$ cat src/rtl/cb_channel_pair.sv
// Connection-box tile: paired vertical/horizontal routing channels with
// straight-through tracks, scan-configured CLB taps and one config chain per channel.
module cb_channel_pair (
  input  logic       scan_clk,
  input  logic       rst,
  input  logic       scan_en,
  input  logic       scan_in_vc,
  output logic       scan_out_vc,
  input  logic       scan_in_hc,
  output logic       scan_out_hc,
  input  logic [3:0] top_in,
  input  logic [3:0] bottom_in,
  output logic [3:0] top_out,
  output logic [3:0] bottom_out,
  input  logic [3:0] left_in,
  input  logic [3:0] right_in,
  output logic [3:0] left_out,
  output logic [3:0] right_out,
  output logic       left_clb_in1,
  output logic       right_clb_in3,
  output logic       top_clb_in2,
  output logic       bottom_clb_in0
);

  logic [3:0] vc_cfg;
  logic [3:0] hc_cfg;

  // Both chains share scan_en and shift in lockstep; reset wins over shifting.
  always_ff @(posedge scan_clk) begin
    if (rst) begin
      vc_cfg <= '0;
      hc_cfg <= '0;
    end else if (scan_en) begin
      vc_cfg <= {vc_cfg[2:0], scan_in_vc};
      hc_cfg <= {hc_cfg[2:0], scan_in_hc};
    end
  end

  assign scan_out_vc = vc_cfg[3];
  assign scan_out_hc = hc_cfg[3];

  assign bottom_out = top_in;
  assign top_out    = bottom_in;
  assign right_out  = left_in;
  assign left_out   = right_in;

  always_comb begin
    left_clb_in1 = 1'b0;
    case (vc_cfg[1:0])
      2'd0: left_clb_in1 = bottom_in[0];
      2'd1: left_clb_in1 = top_in[0];
      2'd2: left_clb_in1 = bottom_in[2];
      2'd3: left_clb_in1 = top_in[2];
      default: left_clb_in1 = 1'b0;
    endcase
  end

  always_comb begin
    right_clb_in3 = 1'b0;
    case (vc_cfg[3:2])
      2'd0: right_clb_in3 = bottom_in[1];
      2'd1: right_clb_in3 = top_in[1];
      2'd2: right_clb_in3 = bottom_in[3];
      2'd3: right_clb_in3 = top_in[3];
      default: right_clb_in3 = 1'b0;
    endcase
  end

  always_comb begin
    bottom_clb_in0 = 1'b0;
    case (hc_cfg[1:0])
      2'd0: bottom_clb_in0 = right_in[1];
      2'd1: bottom_clb_in0 = left_in[1];
      2'd2: bottom_clb_in0 = right_in[3];
      2'd3: bottom_clb_in0 = left_in[3];
      default: bottom_clb_in0 = 1'b0;
    endcase
  end

  always_comb begin
    top_clb_in2 = 1'b0;
    case (hc_cfg[3:2])
      2'd0: top_clb_in2 = right_in[0];
      2'd1: top_clb_in2 = left_in[0];
      2'd2: top_clb_in2 = right_in[2];
      2'd3: top_clb_in2 = left_in[2];
      default: top_clb_in2 = 1'b0;
    endcase
  end

endmodule

$ cat config.mk
export PLATFORM = sky130hd
export DESIGN_NAME = cb_channel_pair
export DESIGN_NICKNAME = d
export VERILOG_FILES = /design/src/rtl/cb_channel_pair.sv
export SDC_FILE = /design/constraint.sdc
export NUM_CORES = 1
export LEC_CHECK = 0
export ABC_AREA = 1
export CAP_MARGIN = 15
export CORE_ASPECT_RATIO = 1.1
export CORE_MARGIN = 2
export CORE_UTILIZATION = 27
export CTS_CLUSTER_DIAMETER = 200
export DETAILED_ROUTE_END_ITERATION = 7
export DONT_BUFFER_PORTS = 1
export PLACE_DENSITY = 0.52
export SETUP_SLACK_MARGIN = 0.1
export SLEW_MARGIN = 20
export SYNTH_ARGS = -nofsm -noshare
export SYNTH_HDL_FRONTEND = slang
export SYNTH_SLANG_ARGS = --single-unit
$ cat constraint.sdc
create_clock -name scan_clk -period 0.8 [get_ports scan_clk]
set_input_delay 0.16 -clock scan_clk [delete_from_list [all_inputs] [get_ports scan_clk]]
set_output_delay 0.16 -clock scan_clk [all_outputs]
set_load 0.1 [all_outputs]
==> results_dict.tcl <==
set metrics [dict create \
    setup_viol 6 \
    numCtsBuffers 3 \
    vias 548 \
    ios 43 \
    start_util 0.2844 \
    die_h_um 55.09 \
    final_max_slew_viol_count 0 \
    violations "hold timing, setup timing" \
    cts_max_path_buffers 2 \
    core_area_um2 2252 \
    place.gp.congestion 0.6305 \
    area_delta_synth_final_pct 42.58 \
    insertedDiodeCount 0 \
    switchingPower_uw 414.3 \
    yosys_warnings 0 \
    crit_required_ps 640 \
    critPathMaxFanout 4 \
    clk_pin_slew_ps 60 \
    peakVddDrop_mv 0.7954 \
    seq_power_share 0.380 \
    worstHoldPathType "input port to flip-flop" \
    min_period_ps 1165 \
    ys_ff_latch 8 \
    crit_path_top_delay_cell "dfxtp_2" \
    clock_skew_ps 0.1585 \
    fin_crit_sh 1.457 \
    grt_pass1_wl_um 1973 \
    fp.dieW_um 50.44 \
    ant_nets 0 \
    yosysUniqueCellTypes 9 \
    firstDrtPassIters 4 \
    crit_type "flip-flop to output pin" \
    power_per_cell_area_nw_per_um2 1186 \
    cts_sinks 8 \
    rsz0062_at_grt "yes" \
    yosysSeqAreaShare 0.2500 \
    numPortBuffers 0 \
    std_cell_rows 18 \
    slew_headroom 0.8778 \
    grtUsageTotal 0.09807 \
    antenna_found_initial 0 \
    maxCapViolations 0 \
    dp.cells 122 \
    switching_share 0.3824 \
    fin_total_pwr_uw 1083 \
    wirelength_um 1271 \
    fmax_mhz 858.2 \
    hold_viol 8 \
    comb_power_share 0.317 \
    viasPerCell 4.349 \
    first_iter_violations 3 \
    die-area_um2 2778 \
    crit_arrival_ps 1010 \
    syn_area_per_cell_um2 6.220 \
    startpoint_type "flip-flop" \
    fin_nets 119 \
    stdcell_count 126 \
    p_leak_uw 0.0003794 \
    tightest_slew_ps 182.9 \
    mappedNetlistArea_um2 640.6 \
    wl_per_cell_um 10.09 \
    layout_common_cells "18 x inv_1, 16 x nand2_1, 12 x nand2_2, 8 x nand3_4, 8 x a21oi_2" \
    cpPeakStageDelay_ps 350 \
    cts-root-buf "clkbuf_4" \
    critPathBufInv 1 \
    crit_family "flip-flops" \
    outcome "finished, violations left" \
    drive_above_1_share 0.6458 \
    crit_chain "inv_2 -> nand2_2 -> nand3_4 -> nand2_8" \
    synth_nets 124 \
    power_frac_clock 0.302 \
    cts_max_level 1 \
    dp_hpwl_um 919.4 \
    clock_insertion_delay_worst_skew_ps 260 \
    fin_hold_ws_ps -57.74 \
    grt_max_degree 10 \
    grt_overflow 0 \
    grt_pass1_vias 506 \
    cts_tree "built" \
    synth_cells 103 \
    intPower_uw 669.2 \
    drcViolationCount 0 \
    mostFrequentLayoutCell "inv_1" \
    setup_ws_ps -365.2 \
    end_kind "output pin" \
]
-- power by group through the flow --
stage	logic [uW]	clock network [uW]	registers [uW]
after floorplan	652	0	429
after global placement	281	0	425
after detailed placement	285	0	425
after CTS	325	351	414
after global routing	365	364	414
final	344	328	412
-- cell usage after synthesis (all sizes together) --
library cell  number  area [um^2]
dfxtp              8        160.2
nand3              8        40.04
nand2             36        135.1
buf               17        131.4
a21oi              8        70.07
inv               25        98.85
clkbuf             1        5.000
-- metal layers --
| metal | vias to the layer above | global-route usage | share of wire |
|---|---|---|---|
| met4 | 0 | 0.07207 | 0.018 |
| met2 | 26 | 0.1689 | 0.57 |
| met3 | 4 | 0.04301 | 0.058 |
| li1 | 274 | - | - |
| met1 | 244 | 0.09593 | 0.35 |
| met5 | - | 0 | 0 |
-- flip-flops by register name (all words and copies together), names as in the netlist --
signal and cells:
hc_cfg 4, vc_cfg 4
-- cell type report --
class	instances	area (um^2)
multi-input cells	52	470.5
well taps	30	37.54
inverters	25	101.3
repair buffers	8	96.34
fillers	255	1339
clock buffers	3	22.52
flip-flops and latches	8	185.2
-- worst register-to-register path: cells and delay by family (launching register included) --
kind	cells	cell delay, ps
buf+inv	1	120
compound gates	1	110
flops	1	370
simple gates	1	50
-- path summary, 6_finish.rpt --
check / startpoint / endpoint / slack, ps / cells past startpoint
worst min-delay path: rst / vc_cfg[3] / -60 / 1
worst min register to register: hc_cfg[3] / hc_cfg[3] / 520 / 2
worst max-delay path: vc_cfg[2] / right_clb_in3 / -370 / 4
worst max register to register: hc_cfg[0] / hc_cfg[1] / 80 / 3
-- per-stage QoR --
step	setup TNS, ps	setup slack [ps]	area [um^2]	hold slack, ps	utilization
CTS	-1964	-392.5	848.3	-69.86	0.3767
global placement	-524.3	-139.1	724.4	215.8	0.3217
detailed placement	-602.6	-167.5	724.4	216.7	0.3217
finish	-1825	-365.2	913.4	-57.74	0.4056
floorplan	-678.6	-218.7	770.7	311.6	-
global route	-2084	-414.8	913.4	-72.26	0.4056
-- cells by family after synthesis --
family	after synthesis	synth area share
AND/OR/NAND/NOR	44	0.2734
buffers and inverters	43	0.3672
flip-flops	8	0.2500
AO/OA/AOI/OAI	8	0.1094
-- timing repair --
item / CTS / global route
gates resized for setup: 29 / 17
pin swaps: 9 / 8
hold endpoints to repair: 8 / 8
setup buffers: 1 / 0
setup endpoints to repair: 12 / 14
(Power assumes the default switching activity.)
